### src/rtl/uart_tx_fifo.sv
// UART transmitter fed by a power-of-two FIFO. Queued characters leave on tx as
// back-to-back frames: start, LSB-first data, optional parity, one or two stop bits.
module uart_tx_fifo #(
   parameter int CLK_FREQ   = 50000000,
   parameter int BAUD_RATE  = 9600,
   parameter int DATA_BITS  = 8,
   parameter int PARITY     = 0,
   parameter int STOP_BITS  = 1,
   parameter int FIFO_DEPTH = 16
) (
   input  logic                        clk,
   input  logic                        reset,
   input  logic [DATA_BITS-1:0]        data_in,
   input  logic                        wr_en,
   output logic                        full,
   output logic [$clog2(FIFO_DEPTH):0] fifo_count,
   output logic                        overflow,
   output logic                        tx,
   output logic                        busy,
   output logic [2:0]                  state_dbg
);
   localparam int BIT_TICKS  = CLK_FREQ / BAUD_RATE;
   localparam int STOP_TICKS = STOP_BITS * BIT_TICKS;
   localparam int AW = $clog2(FIFO_DEPTH);
   localparam int CW = AW + 1;
   localparam int TW = $clog2(STOP_TICKS + 1);
   localparam int BW = $clog2(DATA_BITS + 1);
   localparam logic [TW-1:0] BIT_LAST  = TW'(BIT_TICKS - 1);
   localparam logic [TW-1:0] STOP_LAST = TW'(STOP_TICKS - 1);
   localparam logic [BW-1:0] DATA_LAST = BW'(DATA_BITS - 1);

   typedef enum logic [2:0] {S_IDLE, S_START, S_DATA, S_PARITY, S_STOP} state_t;

   logic [DATA_BITS-1:0] mem [FIFO_DEPTH];
   logic [AW-1:0]        wr_ptr, rd_ptr;
   logic [CW-1:0]        count_n;
   logic                 accept, pop;
   logic [DATA_BITS-1:0] head;

   state_t               state, state_n;
   logic [TW-1:0]        tick, tick_n;
   logic [BW-1:0]        bit_idx, bit_n;
   logic [DATA_BITS-1:0] shreg, shreg_n;
   logic                 par_bit, par_n;
   logic                 tx_n;

   // Write handshake: data_in is taken on any edge where wr_en=1 and full=0.
   // wr_en=1 with full=1 drops the character and raises overflow for the next cycle.
   assign accept = wr_en && !full;
   assign head   = mem[rd_ptr];

   always_comb begin
      count_n = fifo_count;
      if (accept && !pop)
         count_n = fifo_count + CW'(1);
      else if (!accept && pop)
         count_n = fifo_count - CW'(1);
   end

   always_ff @(posedge clk or posedge reset) begin
      if (reset) begin
         wr_ptr     <= '0;
         rd_ptr     <= '0;
         fifo_count <= '0;
         full       <= 1'b0;
         overflow   <= 1'b0;
      end else begin
         if (accept) wr_ptr <= wr_ptr + AW'(1);
         if (pop)    rd_ptr <= rd_ptr + AW'(1);
         fifo_count <= count_n;
         full       <= (count_n == CW'(FIFO_DEPTH));
         overflow   <= wr_en && full;
      end
   end

   always_ff @(posedge clk) begin
      if (accept) mem[wr_ptr] <= data_in;
   end

   always_ff @(posedge clk or posedge reset) begin
      if (reset) begin
         state   <= S_IDLE;
         tick    <= '0;
         bit_idx <= '0;
         shreg   <= '0;
         par_bit <= 1'b0;
         tx      <= 1'b1;
      end else begin
         state   <= state_n;
         tick    <= tick_n;
         bit_idx <= bit_n;
         shreg   <= shreg_n;
         par_bit <= par_n;
         tx      <= tx_n;
      end
   end

   // tx is registered: each branch drives the level of the bit that starts on this edge.
   always_comb begin
      state_n = state;
      tick_n  = tick;
      bit_n   = bit_idx;
      shreg_n = shreg;
      par_n   = par_bit;
      tx_n    = tx;
      pop     = 1'b0;
      case (state)
         S_IDLE: pop = (fifo_count != '0);
         S_START: begin
            if (tick == BIT_LAST) begin
               tick_n  = '0;
               bit_n   = '0;
               tx_n    = shreg[0];
               state_n = S_DATA;
            end else begin
               tick_n = tick + TW'(1);
            end
         end
         S_DATA: begin
            if (tick == BIT_LAST) begin
               tick_n = '0;
               if (bit_idx == DATA_LAST) begin
                  if (PARITY != 0) begin
                     tx_n    = par_bit;
                     state_n = S_PARITY;
                  end else begin
                     tx_n    = 1'b1;
                     state_n = S_STOP;
                  end
               end else begin
                  bit_n   = bit_idx + BW'(1);
                  shreg_n = shreg >> 1;
                  tx_n    = shreg[1];
               end
            end else begin
               tick_n = tick + TW'(1);
            end
         end
         S_PARITY: begin
            if (tick == BIT_LAST) begin
               tick_n  = '0;
               tx_n    = 1'b1;
               state_n = S_STOP;
            end else begin
               tick_n = tick + TW'(1);
            end
         end
         S_STOP: begin
            if (tick == STOP_LAST) begin
               tick_n  = '0;
               state_n = S_IDLE;
               pop     = (fifo_count != '0);
            end else begin
               tick_n = tick + TW'(1);
            end
         end
         default: state_n = S_IDLE;
      endcase
      // Parity is latched from the popped character so later writes cannot disturb it.
      if (pop) begin
         shreg_n = head;
         par_n   = (PARITY == 1) ? ~(^head) : ^head;
         tx_n    = 1'b0;
         tick_n  = '0;
         state_n = S_START;
      end
   end

   assign busy      = (state != S_IDLE) || (fifo_count != '0);
   assign state_dbg = state;

endmodule

### config.mk
export PLATFORM = sky130hd
export DESIGN_NAME = uart_tx_fifo
export DESIGN_NICKNAME = d
export VERILOG_FILES = /design/src/rtl/uart_tx_fifo.sv
export SDC_FILE = /design/constraint.sdc
export NUM_CORES = 1
export LEC_CHECK = 0
export CAP_MARGIN = 20
export CORE_AREA = 2 2 148 150
export CTS_CLUSTER_DIAMETER = 120
export DETAILED_ROUTE_END_ITERATION = 8
export DIE_AREA = 0 0 150 152
export PLACE_DENSITY_LB_ADDON = 0.15
export SYNTH_ARGS = -nofsm -noshare
export SYNTH_HDL_FRONTEND = slang
export SYNTH_SLANG_ARGS = --single-unit
### constraint.sdc
create_clock -name clk -period 2.1 [get_ports clk]
set_input_delay 0.21 -clock clk [delete_from_list [all_inputs] [get_ports clk]]
set_output_delay 0.21 -clock clk [all_outputs]
set_load 0.05 [all_outputs]
* After elaboration in Yosys (flattened, before gate mapping)
Memory sizes are Yosys's and may differ from the RTL's.
Index checks and enable logic that the tools add are counted.
** Word-level totals
- Register bits :: 44
- Input bits :: 11
- Memories kept :: 1
- Bits in writable memories :: 128
** Operators by class
- Reduce and logical (&&, ||, !) cells :: 21
- Muxes and demuxes :: 30
- Add/subtract/negate cells :: 6
- Eq/ne operators :: 17
** Memories
- mem :: depth 16, bits a word 8, read ports 1, clocked after memory_dff 0, wr ports 1, RTL line 34 : logic [DATA_BITS-1:0] mem [FIFO_DEPTH];
** Operators with widths (number)
- 13-bit two-way mux :: 3
- 8-bit two-way mux :: 4
- 3-bit two-way mux :: 6
- 3-bit inequality test, second input constant :: 5
- 3-bit case mux with 5 select lines :: 1
- 13-bit by 1-bit adder with 13-bit output, second input constant :: 1
- 13-bit equality test, second input constant :: 1
- 4-bit by 1-bit adder with 4-bit output, second input constant :: 3
- 4-bit two-way mux :: 3
- 5-bit two-way mux :: 2
- 2-bit inequality test, second input constant :: 5
- 1-bit two-way mux :: 8
- 4-bit case mux with 2 select lines :: 1
- 4-bit AND reduction :: 2
- 2-bit nonzero test :: 4
- 3-bit by 2-bit equality test with 1-bit output, second input constant :: 2
- 6-bit AND reduction :: 1
- 5-bit by 1-bit adder with 5-bit output, second input constant :: 1
- 5-bit equality test, second input constant :: 1
- 5-bit nonzero test :: 1
- 5-bit by 1-bit subtractor with 5-bit output, second input constant :: 1
- 4-bit by 3-bit equality test with 1-bit output, second input constant :: 1
- 1-bit logical AND :: 4
- 4-bit nonzero test :: 1
- 10 further kinds :: 12

* Longest topological paths before layout
- Depth after elaboration :: 7
- Depth in mapped cells :: 9

* Worst setup path after synthesis
No wires, ideal clock.
- Path type :: register to register
- Start point :: register fifo_count[0]
- End point :: register tick[11]
- Data required time :: 1979 ps
- Path slack :: -247 ps
- Data arrival time :: 2225 ps
- Period minus slack after synthesis :: 2347 ps
- Stages on the path, launching flop included :: 9
- Library setup time :: 121 ps
- Cells stage by stage :: dfrtp_1 > inv_1 > ha_1 > nor4b_2 > nand2_1 > nand2_1 > a21oi_1 > buf_2 > nor2_1
** Between the ends
- Cells in the longest elaborated chain, start to end :: 4
** Ends and longest elaborated chain
- start: declaration :: RTL line 16 : output logic [$clog2(FIFO_DEPTH):0] fifo_count,
- start signal: assignment :: RTL line 70 : fifo_count <= count_n;
- 5-bit nonzero test * :: RTL line 108, 152
- 1-bit two-way mux :: RTL line 149 : if (tick == STOP_LAST) begin
- 1-bit case mux with 2 select lines * :: RTL line 107 : case (state)
- 13-bit two-way mux or 2-bit nonzero test (tied branches)
- end signal: assignment :: RTL line 90 : tick <= tick_n;
- end: declaration :: RTL line 41 : logic [TW-1:0] tick, tick_n;
Mark *: on every way between the ends. The rest lies on a longest branch, timed or not.
A chain may end at the register's enable or synchronous reset.

* Worst setup path after layout
- Start point :: register state[0], in the netlist state_dbg[0]
- End point :: output port state_dbg[0]
** RTL lines
- start: declaration :: RTL line 40 : state_t state, state_n;
- start signal: assignment :: RTL line 89 : state <= state_n;
- end: declaration :: RTL line 20 : output logic [2:0] state_dbg
No word-level cell between the ends.

==> impl_metrics.prom <==
# TYPE chip_impl_metric gauge
chip_impl_metric{name="synthesis_to_finish_area_growth",unit="%"} 20.4
chip_impl_info{name="cp-start-kind",value="register"} 1
chip_impl_metric{name="dieHeight",unit="µm"} 152
chip_impl_metric{name="worstMarginPinSlew",unit="ns"} 0.573
chip_impl_metric{name="critPathBufInv",unit=""} 1
chip_impl_metric{name="rr_worst_depth",unit=""} 5
chip_impl_metric{name="detail_routed_net_length_per_standard_cell",unit="µm"} 18.7
chip_impl_info{name="r2r_end",value="shreg[0]"} 1
chip_impl_info{name="global_route.peak_usage_layer",value="met2"} 1
chip_impl_metric{name="slew-limit-headroom",unit="%"} 61.7
chip_impl_metric{name="cts.path.max_buffers",unit=""} 2
chip_impl_metric{name="timing.final.crit_share",unit="%"} 96.6
chip_impl_metric{name="core-area",unit="µm²"} 21400
chip_impl_metric{name="vias_per_cell",unit=""} 4.94
chip_impl_info{name="critPathSlowestCell",value="sky130_fd_sc_hd__clkdlybuf4s50_1"} 1
chip_impl_metric{name="drcViolationCount",unit=""} 0
chip_impl_metric{name="grt.met2_usage",unit="%"} 22.4
chip_impl_metric{name="antenna_left",unit=""} 0
chip_impl_metric{name="arrival",unit="ns"} 1.82
chip_impl_info{name="run_status",value="completed"} 1
chip_impl_metric{name="max_cap_violations",unit=""} 0
chip_impl_metric{name="timing.critical_path.depth",unit=""} 1
chip_impl_metric{name="clk_pin_slew",unit="ns"} 0.08
chip_impl_metric{name="globalRouteTotalUtil",unit="%"} 13.9
chip_impl_info{name="crit_chain",value="clkdlybuf4s50_1"} 1
chip_impl_metric{name="fin_worst_skew",unit="ns"} 0.0188
chip_impl_metric{name="floorplan.die.width",unit="µm"} 150
chip_impl_metric{name="nFillCells",unit=""} 1968
chip_impl_info{name="tritoncts",value="built"} 1
chip_impl_metric{name="grt_remaining_overflow",unit=""} 0
chip_impl_metric{name="ctsHoldBuffers",unit=""} 0
chip_impl_metric{name="max_stage_delay",unit="ns"} 0.86
chip_impl_metric{name="syn_inst",unit=""} 438
chip_impl_info{name="mostFrequentLayoutCell",value="sky130_fd_sc_hd__edfxtp_1"} 1
chip_impl_info{name="unrepaired_setup_endpoints_after_global_routing",value="false"} 1
chip_impl_metric{name="io_buffer_count",unit=""} 22
chip_impl_metric{name="cts_made_buffers",unit=""} 17
chip_impl_metric{name="cts.htree.levels",unit=""} 4
chip_impl_info{name="worstHoldPathType",value="primary input to async pin"} 1
chip_impl_info{name="final_cell_mix",value="sky130_fd_sc_hd__edfxtp_1 (128), sky130_fd_sc_hd__nand2_1 (42), sky130_fd_sc_hd__dfrtp_1 (40), sky130_fd_sc_hd__buf_4 (35), sky130_fd_sc_hd__nor2_1 (26)"} 1
chip_impl_metric{name="worst_skew_pair.late_latency",unit="ns"} 0.44
chip_impl_info{name="endpoint_kind",value="output pin"} 1
chip_impl_metric{name="final-setup-viol-count",unit=""} 0
chip_impl_metric{name="final_nets",unit=""} 520
chip_impl_info{name="critical_path.startpoint",value="state_dbg[0]"} 1
chip_impl_metric{name="async_flop_share",unit="%"} 25.6
chip_impl_metric{name="grt_max_degree",unit=""} 36
chip_impl_metric{name="power.ir.vdd_worst",unit="V"} 0.000516
chip_impl_metric{name="initial_antenna_violation_count",unit=""} 0
chip_impl_metric{name="use_met1",unit="%"} 18.7
chip_impl_info{name="ctsRootBufferMaster",value="sky130_fd_sc_hd__clkbuf_16"} 1
chip_impl_metric{name="finalPower",unit="W"} 0.00869
chip_impl_info{name="worst_setup_path_endpoint",value="state_dbg[0]"} 1
chip_impl_info{name="crit-reg2reg-launch",value="rd_ptr[0]"} 1
chip_impl_metric{name="r2r_setup_slack",unit="ns"} 0.08
chip_impl_metric{name="synth-edff-count",unit=""} 128
chip_impl_metric{name="final-max-slew-violation-count",unit=""} 0
chip_impl_metric{name="gp_congestion",unit=""} 0.771
chip_impl_metric{name="number_of_unique_standard_cell_types_used_by_synthesis",unit=""} 47
chip_impl_metric{name="final_layout_size_suffix_gt1_share",unit="%"} 22.9
chip_impl_metric{name="worst_ep_required",unit="ns"} 1.89
chip_impl_info{name="synth_top_flop_cell",value="sky130_fd_sc_hd__edfxtp_1"} 1
chip_impl_metric{name="timing.final.crit_period",unit="ns"} 2.03
chip_impl_metric{name="drt_pre_antenna_iters",unit=""} 5
chip_impl_metric{name="postSynthNetCount",unit=""} 459
chip_impl_metric{name="post_synthesis_sequential_area_ratio",unit="%"} 67.8
chip_impl_metric{name="p_leak",unit="nW"} 3.19
chip_impl_metric{name="numClockSinks",unit=""} 172
chip_impl_metric{name="n_antenna_cell",unit=""} 0
chip_impl_metric{name="finalWirelength",unit="mm"} 14.8
chip_impl_metric{name="synth_warnings",unit=""} 0
chip_impl_metric{name="hold_viol",unit=""} 0
chip_impl_metric{name="groute.layer.met3.usage",unit="%"} 3.12
chip_impl_metric{name="final_layout_setup_total_negative_slack",unit="ns"} 0
chip_impl_metric{name="first_global_vias",unit=""} 4092
chip_impl_metric{name="maxClockFrequency",unit="MHz"} 493
chip_impl_metric{name="hpwl",unit="mm"} 9.93
chip_impl_info{name="timing.critical_path.max_delay_family",value="buffers and inverters"} 1
chip_impl_metric{name="design.portCount",unit=""} 23
chip_impl_metric{name="num_vias",unit=""} 3910
chip_impl_metric{name="power_density",unit="nW/µm²"} 989
chip_impl_metric{name="first_iter_violations",unit=""} 230
chip_impl_metric{name="placementRows",unit=""} 54
chip_impl_metric{name="die_area",unit="µm²"} 22800
chip_impl_metric{name="grt_pass1_wl",unit="mm"} 23.3
chip_impl_metric{name="netlist_area_before_placement",unit="µm²"} 7290
chip_impl_metric{name="avgSynthCellArea",unit="µm²"} 16.7
chip_impl_metric{name="initial_core_util",unit="%"} 34.2
chip_impl_metric{name="ys_ff_latch",unit=""} 172
chip_impl_metric{name="timing.critical_path.fanout_max",unit=""} 9
chip_impl_info{name="worst-setup-path-type",value="register to output pin"} 1
per-layer routing:
| metal | routed length [µm] | part of all wire [%] | vias to the layer above |
|---|---|---|---|
| met5 | 0 | 0 | - |
| met1 | 6780 | 46 | 2016 |
| met2 | 7530 | 51 | 57 |
| met4 | 87 | 0.59 | 0 |
| li1 | - | - | 1831 |
| met3 | 402 | 2.7 | 6 |
synth_stat cells (2+ instances only):
cell type	instances	area share [%]
sky130_fd_sc_hd__nand4_1	7	0.60
sky130_fd_sc_hd__mux2i_1	8	1.1
sky130_fd_sc_hd__o22ai_1	3	0.26
sky130_fd_sc_hd__ha_1	10	1.7
sky130_fd_sc_hd__xor2_1	10	1.2
sky130_fd_sc_hd__o21ai_0	14	0.96
sky130_fd_sc_hd__buf_1	3	0.15
sky130_fd_sc_hd__a21o_1	2	0.21
sky130_fd_sc_hd__mux4_1	18	6.5
sky130_fd_sc_hd__dfrtp_1	43	15
sky130_fd_sc_hd__o21ai_1	8	0.55
sky130_fd_sc_hd__mux4_2	22	6.8
sky130_fd_sc_hd__and2_1	2	0.17
sky130_fd_sc_hd__xnor2_1	7	0.84
sky130_fd_sc_hd__buf_2	3	0.21
sky130_fd_sc_hd__inv_1	8	0.41
sky130_fd_sc_hd__nand2b_1	5	0.43
sky130_fd_sc_hd__nor3_1	6	0.41
sky130_fd_sc_hd__nand3_1	9	0.62
sky130_fd_sc_hd__nand2_1	43	2.2
sky130_fd_sc_hd__buf_6	4	0.62
sky130_fd_sc_hd__a21oi_1	7	0.48
sky130_fd_sc_hd__clkbuf_1	7	0.36
sky130_fd_sc_hd__nor2b_1	6	0.51
sky130_fd_sc_hd__and4bb_2	3	0.51
sky130_fd_sc_hd__edfxtp_1	128	53
sky130_fd_sc_hd__or3_1	6	0.51
sky130_fd_sc_hd__nor2_1	26	1.3
sky130_fd_sc_hd__nor4b_2	2	0.41
logic make-up (layout without fill, tap and decap cells):
| kind of cell | after synthesis | in the layout | share of synthesized area, % |
|---|---|---|---|
| AO/OA/AOI/OAI | 45 | 45 | 3.81 |
| XOR/XNOR | 17 | 17 | 2.04 |
| adder cells (fa/ha/maj) | 10 | 10 | 1.72 |
| buffers and inverters | 25 | 99 | 1.75 |
| flip-flops | 172 | 172 | 67.8 |
| multiplexers | 48 | 48 | 14.4 |
| AND/OR/NAND/NOR | 121 | 121 | 8.51 |
sequential cells by signal, summed over array words and instances, names as in the netlist:
name,cells
bit_idx,4
fifo_count,5
full,1
mem,128
overflow,1
rd_ptr,4
shreg,8
state_dbg,3
tick,13
tx,1
wr_ptr,4
final cells by class:
cell class	count	area, µm²	share of cell area, %
flip-flops and latches	172	4950	56.4
multi-input cells	241	2300	26.2
repair buffers	59	536	6.10
clock buffers	17	425	4.84
well taps	280	350	3.99
clock inverters	15	191	2.18
inverters	8	30.0	0.342
timing repair:
item / 4_1_cts / 5_1_grt
pin swaps: 0 / 1
setup buffers: 0 / 4
resized for setup: 1 / 6
setup endpoints to repair: 1 / 6
stage by stage:
stage	cell area (µm²)	worst slack, ns	hold slack [ns]	cells	util [%]
after floorplan	7340	0.0336	0.309	438	-
after global placement	8090	0.0868	0.483	756	37.9
after detailed placement	8090	0.0337	0.489	756	37.9
after CTS	8720	0.0403	0.159	788	40.8
after global routing	8780	0.00412	0.187	792	41.1
final	8780	0.0721	0.153	792	41.1
how the worst min path moves through the flow:
| stage | endpoint | cells past startpoint | startpoint |
|---|---|---|---|
| after floorplan | mem[0][0] | 0 | data_in[0] |
| after global placement | bit_idx[1] | 2 | bit_idx[1] |
| after detailed placement | tx | 2 | tx |
| after CTS | state_dbg[0] | 2 | reset |
| after global routing | overflow | 2 | reset |
| final | state_dbg[0] | 2 | reset |
where the power goes:
group,internal [W],total [W],switching (W)
clock network,0.00165,0.00324,0.00159
logic,0.000486,0.00125,0.000763
registers,0.00401,0.00420,0.000194
Note: power is estimated with default switching activity, not from simulation.
